$ cat src/rtl/hazard_ctrl.sv
// hazard_ctrl: pipeline hazard and forwarding controller for the 5-stage core.
// Tracks the destination registers of the EX, MEM and WB instructions and
// derives the forwarding selects, load-use stall and flush controls that the
// IF/ID and ID/EX registers sample. It also keeps saturating event counters.
module hazard_ctrl #(
    parameter int CNT_W = 16
) (
    input  logic             clk,
    input  logic             reset,
    input  logic             valid_id,
    input  logic [4:0]       RS1_id,
    input  logic [4:0]       RS2_id,
    input  logic             USE1_id,
    input  logic             USE2_id,
    input  logic [4:0]       RD_id,
    input  logic             RW_id,
    input  logic             MD_id,
    input  logic             MP_ex,
    output logic             stall_if,
    output logic             flush_ifid,
    output logic             flush_idex,
    output logic             FW0,
    output logic             FW1,
    output logic             FW00,
    output logic             FW01,
    output logic             FW02,
    output logic             FW10,
    output logic             FW11,
    output logic             FW12,
    output logic [CNT_W-1:0] stall_cnt,
    output logic [CNT_W-1:0] flush_cnt
);

    localparam logic [CNT_W-1:0] CNT_MAX = '1;

    // History slots for the three instructions ahead of decode
    logic       ex_v, mem_v, wb_v;
    logic [4:0] ex_rd, mem_rd, wb_rd;
    logic       ex_rw, mem_rw, wb_rw;
    logic       ex_md, mem_md, wb_md;

    // Per-source producer matches; bit 0 = EX, bit 1 = MEM, bit 2 = WB
    logic [2:0] match1, match2;
    logic       load_use;
    logic [2:0] sel1, sel2;

    // A slot produces r only if it is valid, writes a register, and r is not x0
    function automatic logic slot_match(input logic v, input logic rw,
                                        input logic [4:0] rd, input logic [4:0] r);
        return v & rw & (rd == r) & (r != 5'd0);
    endfunction

    // Youngest producer wins; the result is one-hot or zero
    function automatic logic [2:0] pick_youngest(input logic [2:0] m);
        logic [2:0] s;
        s = 3'b000;
        if (m[0])      s = 3'b001;
        else if (m[1]) s = 3'b010;
        else if (m[2]) s = 3'b100;
        return s;
    endfunction

    // Producer matches for both source operands against every history slot
    always_comb begin
        match1[0] = slot_match(ex_v,  ex_rw,  ex_rd,  RS1_id);
        match1[1] = slot_match(mem_v, mem_rw, mem_rd, RS1_id);
        match1[2] = slot_match(wb_v,  wb_rw,  wb_rd,  RS1_id);
        match2[0] = slot_match(ex_v,  ex_rw,  ex_rd,  RS2_id);
        match2[1] = slot_match(mem_v, mem_rw, mem_rd, RS2_id);
        match2[2] = slot_match(wb_v,  wb_rw,  wb_rd,  RS2_id);
        load_use  = valid_id & ex_md &
                    ((USE1_id & match1[0]) | (USE2_id & match2[0]));
    end

    // Control decision: reset beats mispredict, mispredict beats load-use
    always_comb begin
        stall_if   = 1'b0;
        flush_ifid = 1'b0;
        flush_idex = 1'b0;
        sel1       = 3'b000;
        sel2       = 3'b000;
        if (reset || MP_ex) begin
            flush_ifid = 1'b1;
            flush_idex = 1'b1;
        end else if (load_use) begin
            stall_if   = 1'b1;
            flush_idex = 1'b1;
        end else begin
            if (valid_id && USE1_id) sel1 = pick_youngest(match1);
            if (valid_id && USE2_id) sel2 = pick_youngest(match2);
        end
    end

    assign FW00 = sel1[0];
    assign FW01 = sel1[1];
    assign FW02 = sel1[2];
    assign FW0  = |sel1;
    assign FW10 = sel2[0];
    assign FW11 = sel2[1];
    assign FW12 = sel2[2];
    assign FW1  = |sel2;

    // Advance the history; a flushed ID/EX enters EX as an all-zero bubble
    always_ff @(posedge clk) begin
        if (reset) begin
            ex_v  <= 1'b0; ex_rd  <= 5'd0; ex_rw  <= 1'b0; ex_md  <= 1'b0;
            mem_v <= 1'b0; mem_rd <= 5'd0; mem_rw <= 1'b0; mem_md <= 1'b0;
            wb_v  <= 1'b0; wb_rd  <= 5'd0; wb_rw  <= 1'b0; wb_md  <= 1'b0;
        end else begin
            wb_v   <= mem_v;
            wb_rd  <= mem_rd;
            wb_rw  <= mem_rw;
            wb_md  <= mem_md;
            mem_v  <= ex_v;
            mem_rd <= ex_rd;
            mem_rw <= ex_rw;
            mem_md <= ex_md;
            if (flush_idex) begin
                ex_v  <= 1'b0;
                ex_rd <= 5'd0;
                ex_rw <= 1'b0;
                ex_md <= 1'b0;
            end else begin
                ex_v  <= valid_id;
                ex_rd <= RD_id;
                ex_rw <= RW_id;
                ex_md <= MD_id;
            end
        end
    end

    // Saturating performance counters for stall cycles and mispredict flushes
    always_ff @(posedge clk) begin
        if (reset) begin
            stall_cnt <= '0;
            flush_cnt <= '0;
        end else begin
            if (stall_if && stall_cnt != CNT_MAX) stall_cnt <= stall_cnt + 1'b1;
            if (MP_ex && flush_cnt != CNT_MAX)    flush_cnt <= flush_cnt + 1'b1;
        end
    end

endmodule

$ cat config.mk
export PLATFORM = sky130hd
export DESIGN_NAME = hazard_ctrl
export DESIGN_NICKNAME = d
export VERILOG_FILES = /design/src/rtl/hazard_ctrl.sv
export SDC_FILE = /design/constraint.sdc
export NUM_CORES = 1
export LEC_CHECK = 0
export ABC_AREA = 1
export ABC_CLOCK_PERIOD_IN_PS = 1520
export CAP_MARGIN = 0
export CORE_ASPECT_RATIO = 0.8
export CORE_MARGIN = 5
export CORE_UTILIZATION = 48
export CTS_BUF_LIST = sky130_fd_sc_hd__clkbuf_8
export CTS_CLUSTER_DIAMETER = 200
export DETAILED_ROUTE_END_ITERATION = 8
export GPL_TIMING_DRIVEN = 0
export PLACE_DENSITY = 0.79
export SYNTH_ARGS = -nofsm -noshare
export SYNTH_HDL_FRONTEND = slang
export SYNTH_SLANG_ARGS = --single-unit
$ cat constraint.sdc
create_clock -name clk -period 1.52 [get_ports clk]
set_input_delay 0.228 -clock clk [delete_from_list [all_inputs] [get_ports clk]]
set_output_delay 0.228 -clock clk [all_outputs]
set_load 0.03 [all_outputs]
Word level (Yosys, flattened, before mapping)

Index checks and enable logic that the tools add are counted.

Flip-flop bits (word level): 54
Output and inout port bits: 43
Logic and storage cells: 68

Add/subtract/negate cells: 2
Equal/unequal tests: 8
Mux-type cells: 16
Bitwise operators: 20
Reduce and logical (&&, ||, !) cells: 10

Operator list:

| kind                    | count |
|---|---|
| $mux W3                 | 12 |
| $add A16 B1 Y16 const B | 2 |
| $ne A16 B16 Y1 const B  | 2 |
| $eq A5 B5 Y1            | 6 |
| $and A1 B1 Y1           | 19 |
| $reduce_bool A5 Y1      | 2 |
| $reduce_or A3 Y1        | 2 |
| $logic_and A1 B1 Y1     | 4 |
| $mux W1                 | 4 |
| $reduce_or A2 Y1        | 1 |
| $logic_or A1 B1 Y1      | 1 |
| $or A1 B1 Y1            | 1 |

Depth between registers and ports, before layout

Depth after elaboration: 10
Mapped depth: 14

Worst setup path before layout

OpenSTA, ideal clock, no wires.

Path type: register to output
From: reg ex_rd[3]
To: out FW1
Data arrival time: 1.739 ns
Required time: 1.292 ns
Setup slack: -0.447 ns
Cell stages (with the launch flop): 14
Buffers on the path: 1
Path through: dfxtp_1 inv_1 nand2_1 nand2_1 nand2_1 nor2_1 nand3_1 nand2_2 buf_6 nand2_4 nand2_4 nor3_2 inv_1 nand2_1

Longest elaborated chain between the ends: 9
Elaborated cells between the ends (all ways): 15
Classes of those cells: eq/ne (2); mux (4); bitwise (8); reduce/logical (1)

RTL lines:

| element                    | RTL line | RTL |
|---|---|---|
| from (decl)                | 38       | `logic [4:0] ex_rd, mem_rd, wb_rd;` |
| from (signal assigned)     | 125      | `ex_rd <= RD_id;` |
| $eq A5 B5 Y1               | 50       | `return v & rw & (rd == r) & (r != 5'd0);` |
| $and A1 B1 Y1 (2 in a row) | 50       |  |
| $and A1 B1 Y1              | 72       | `((USE1_id & match1[0]) \| (USE2_id & match2[0]));` |
| $or A1 B1 Y1               | 72       |  |
| $and A1 B1 Y1              | 71       | `load_use = valid_id & ex_md &` |
| $mux W3 *                  | 85       | `end else if (load_use) begin` |
| $mux W3 *                  | 82       | `if (reset \|\| MP_ex) begin` |
| net FW10                   | 27       | `output logic FW10,` |
| $reduce_or A3 Y1 *         | 101      | `assign FW1 = \|sel2;` |
| to (decl)                  | 23       | `output logic FW1,` |

The timed path passes the listed nets; every way through them passes the cells marked *.

Worst setup path after layout

From: reg ex_rw
To: out FW0

Longest elaborated chain between the ends: 9
Elaborated cells between the ends (all ways): 14
Classes of those cells: mux (4); bitwise (9); reduce/logical (1)

RTL lines:

| element                    | RTL line | RTL |
|---|---|---|
| from (decl)                | 39       | `logic ex_rw, mem_rw, wb_rw;` |
| from (signal assigned)     | 126      | `ex_rw <= RW_id;` |
| $and A1 B1 Y1 *            | 50       |  |
| $and A1 B1 Y1 (2 in a row) | 50       |  |
| $and A1 B1 Y1              | 72       |  |
| $or A1 B1 Y1               | 72       |  |
| $and A1 B1 Y1              | 71       |  |
| $mux W3 *                  | 85       |  |
| $mux W3 *                  | 82       |  |
| $reduce_or A3 Y1 *         | 97       | `assign FW0 = \|sel1;` |
| to (decl)                  | 22       | `output logic FW0,` |

Every way passes the cells marked *; elsewhere a longest branch is shown, timed or not.

==> results.txt <==
----------------------------------------------------
[Worst setup path]
  Crit Path Max Fanout ... 4
  Crit path DAT ... 1.95 ns
  CP required ... 1.29 ns
  Capturing element type of the critical path ... primary output
  Setup crit start kind ... register
  R2R depth ... 14
  Launch instance of the worst register-to-register path ... ex_rw
  Worst-case register-to-register setup slack ... -0.35 ns
  Path type of the worst setup path ... register to primary output
  Capture point of the worst reg-to-reg path ... stall_cnt[15]

[CTS]
  Latest clock arrival within the worst-skew pair ... 0.31 ns
  # clock sinks ... 54
  Clock-pin slew on the worst setup and hold paths ... 0.09 ns
  CTS Hold Buffers Added ... 0
  Count of H-tree levels built during CTS ... 2
  CTS tree ... done
  Cts bufs inserted ... 5
  Number of buffers on the longest clock path ... 2
  Clock Tree Root ... clkbuf_8

[Timing]
  Transition time at the pin with the least slew margin ... 0.4724 ns
  Final Hold Viols ... 0
  Fmax ... 460.0 MHz
  Final sum of negative setup slack ... -10.47 ns
  Number of max-slew violations in the final report ... 0
  Final setup violation count ... 36
  Clock period minus final worst setup slack ... 2.174 ns
  Crit share post-route ... 143.0%
  Worst Setup Slack, final ... -0.6540 ns
  Setup repair after global routing missed its margin ... true
  Largest clock skew in the final design ... 0.004427 ns
  Slew headroom ... 68.51%

[Outcome]
  Status ... finished, violations left
  Failing checks ... setup timing

[Min path]
  Min-Delay Path Class ... primary input to register
  Hold EP ... ex_rd[4]
  Worst Hold Path Cells ... 3
  Start point of the worst min-delay path ... RD_id[4]

[Cells and area]
  Final net count ... 607
  Post-layout util ... 71.82%
  Number of antenna diodes ... 0
  Fraction of final layout cells sized beyond drive strength 1 ... 30.19%
  Syn-to-layout area delta ... 45.58%
  Layout filler cell count ... 540

[GRT]
  Initial antenna violation count ... 0
  Global-route wire length before repair ... 14780 um
  Pin count of the biggest net entering global routing ... 17
  Overall routing resource usage ... 22.46%
  Via count of the first global-routing pass ... 3121
  Leftover overflow at the end of global routing ... 0

[Routing]
  Via count ... 3421
  Remaining design rule violation count ... 0
  First-pass iteration count of the detailed router ... 5
  DRT Wirelength ... 9298 um
  Detailed-route vias per instance ... 5.129
  Wire per inst ... 13.94 um
  Drt initial violations ... 272
  Number of nets with antenna violations after routing ... 0

[Floorplan]
  FP Rows ... 26
  Core ar. ... 6376 um2
  Die X-Extent ... 100.5 um
  Die Y-Extent ... 82.41 um
  Die footprint ... 8282 um2
  Initial core utilization ... 49.33%
  Ports placed on the boundary ... 66

[Synthesis]
  Top cells by area in the synthesized netlist ... dfxtp_1 34%, nand2_1 14%, inv_1 10%, nor2_1 9.7%, nand4_1 3.2%
  Post-synth top cells ... 119 x nand2_1, 86 x inv_1, 81 x nor2_1, 54 x dfxtp_1, 18 x nand3_1
  Share of synthesized registers carrying an async set or reset ... 0%
  Net count of the mapped netlist ... 511
  Total of flip-flops plus latches after synthesis ... 54
  Top cell type by total area after synthesis ... dfxtp_1
  Most frequently used cell type in the post-synthesis netlist ... nand2_1
  Most used flip-flop cell after synthesis ... dfxtp_1
  Share of the synthesized area in the top cell type ... 34.37%
  Number of synthesized flops with an enable pin ... 0
  Mean post-synth cell area ... 6.472 um2
  Distinct cell type count of the synthesized netlist ... 39
  Synth Warn # ... 0
  Sequential-to-total area share from yosys stat ... 34.37%
  Syn Inst Count ... 486
  Cell Area, Synth ... 3146 um2

[Place]
  Placed wire-length estimate ... 6429 um
  Count of buffers from port buffering ... 65
  Gp weighted congestion ... 0.9228

[Pwr]
  Power per Cell Area ... 581.3 nW/um2
  Worst vdd ir ... 0.0005433 V
  Leakage power of the design ... 2.144 nW

[Flow run]
  Max Cap Violations ... 0

----------------------------------------------------
==> report_power, final <==
| group | switching, mW | internal (mW) | total [mW] |
|---|---|---|---|
| Clock | 0.482 | 0.371 | 0.853 |
| Sequential | 0.0221 | 1.43 | 1.45 |
| Combinational | 0.205 | 0.152 | 0.358 |
==> stage by stage <==
step                      power, mW  cell area [um2]  std cells  setup slack [ns]  hold slack, ns
after CTS                     2.659             4349        661           -0.6096          0.4112
final                         2.662             4579        667           -0.6540          0.4144
after detailed placement      1.778             3979        635            -1.678          0.4099
after global placement        1.774             3979        635            -1.656          0.4083
after global routing          2.777             4579        667           -0.7939          0.4104
after floorplan               1.642             3223        486           -0.2720          0.3328
==> worst max-delay path, cell delays in order, from the launching register on <==
cell      delay (ns)
dfxtp_2         0.35
nand2_2         0.08
nand3b_1        0.18
nor2_2          0.16
nand3_2         0.13
nand2_2         0.11
buf_8           0.12
nand2_4         0.06
nand2_8         0.09
nor2_4          0.04
nand3b_1        0.16
buf_6           0.15
==> final cells by class <==
class | instances | area [um2] | share of cell area, %
repair buffers | 89 | 855.8 | 18.69
flip-flops and latches | 54 | 1136 | 24.81
well taps | 84 | 105.1 | 2.295
inverters | 92 | 345.3 | 7.541
clock inverters | 2 | 12.51 | 0.2732
plain buffers | 10 | 96.34 | 2.104
clock buffers | 6 | 82.58 | 1.803
multi-input cells | 330 | 1946 | 42.49
==> layer usage <==
metal / vias up / share of wire (%) / GRT usage (%)
met1: 1572 / 45 / 30.55
met4: 0 / 2.2 / 6.864
met2: 135 / 46 / 36.31
li1: 1690 / - / -
met5: - / 0 / 0
met3: 24 / 7.1 / 4.282
==> logic make-up after synthesis <==
kind of cell | Yosys count | share of synthesized area, %
xor gates and xnor gates | 15 | 4.177
buffers and inverters | 102 | 13.32
and+or+nand+nor | 270 | 38.90
DFF | 54 | 34.37
adders and majority gates | 2 | 0.7954
AOI/OAI and AO/OA | 43 | 8.433
==> worst max path at each step <==
stage,to,slack [ns],from
final,FW0,-0.65,ex_rw
after global routing,FW0,-0.79,ex_rd[3]
after CTS,FW0,-0.61,ex_rw
after detailed placement,FW1,-1.68,RS2_id[2]
after global placement,FW1,-1.66,RS2_id[2]
after floorplan,FW1,-0.27,ex_rd[3]
==> registers in the layout, indices dropped and copies added (netlist names) <==
| register | flops |
|---|---|
| flush_cnt | 16 |
| mem_v | 1 |
| ex_rd | 5 |
| ex_v | 1 |
| mem_rw | 1 |
| wb_rw | 1 |
| wb_rd | 5 |
| mem_rd | 5 |
| stall_cnt | 16 |
| wb_v | 1 |
| ex_md | 1 |
| ex_rw | 1 |
==> repair_timing <==
item                                   in CTS  in global routing
resized for setup                         180                 52
setup endpoints to repair                  76                 57
cloned                                      0                  1
endpoints found under the hold margin       0                  0
buffers inserted                           18                  8
pin swaps                                  16                 12
==> cell usage in the layout (no fill, tap or decap), drive strengths merged <==
cell type / n
nand2: 122
o22ai: 2
and2: 1
xnor2: 8
nor3b: 2
or2: 2
clkdlybuf4s50: 11
dfxtp: 54
o21bai: 5
xor2: 7
nor3: 13
buf: 42
dlymetal6s2s: 1
nand3b: 3
nand4: 19
nand3: 20
a31oi: 1
clkbuf: 9
inv: 94
nor4: 2
o21ai: 17
a21oi: 18
dlygate4sd2: 42
ha: 2
nor2: 86
(Power assumes the default switching activity.)
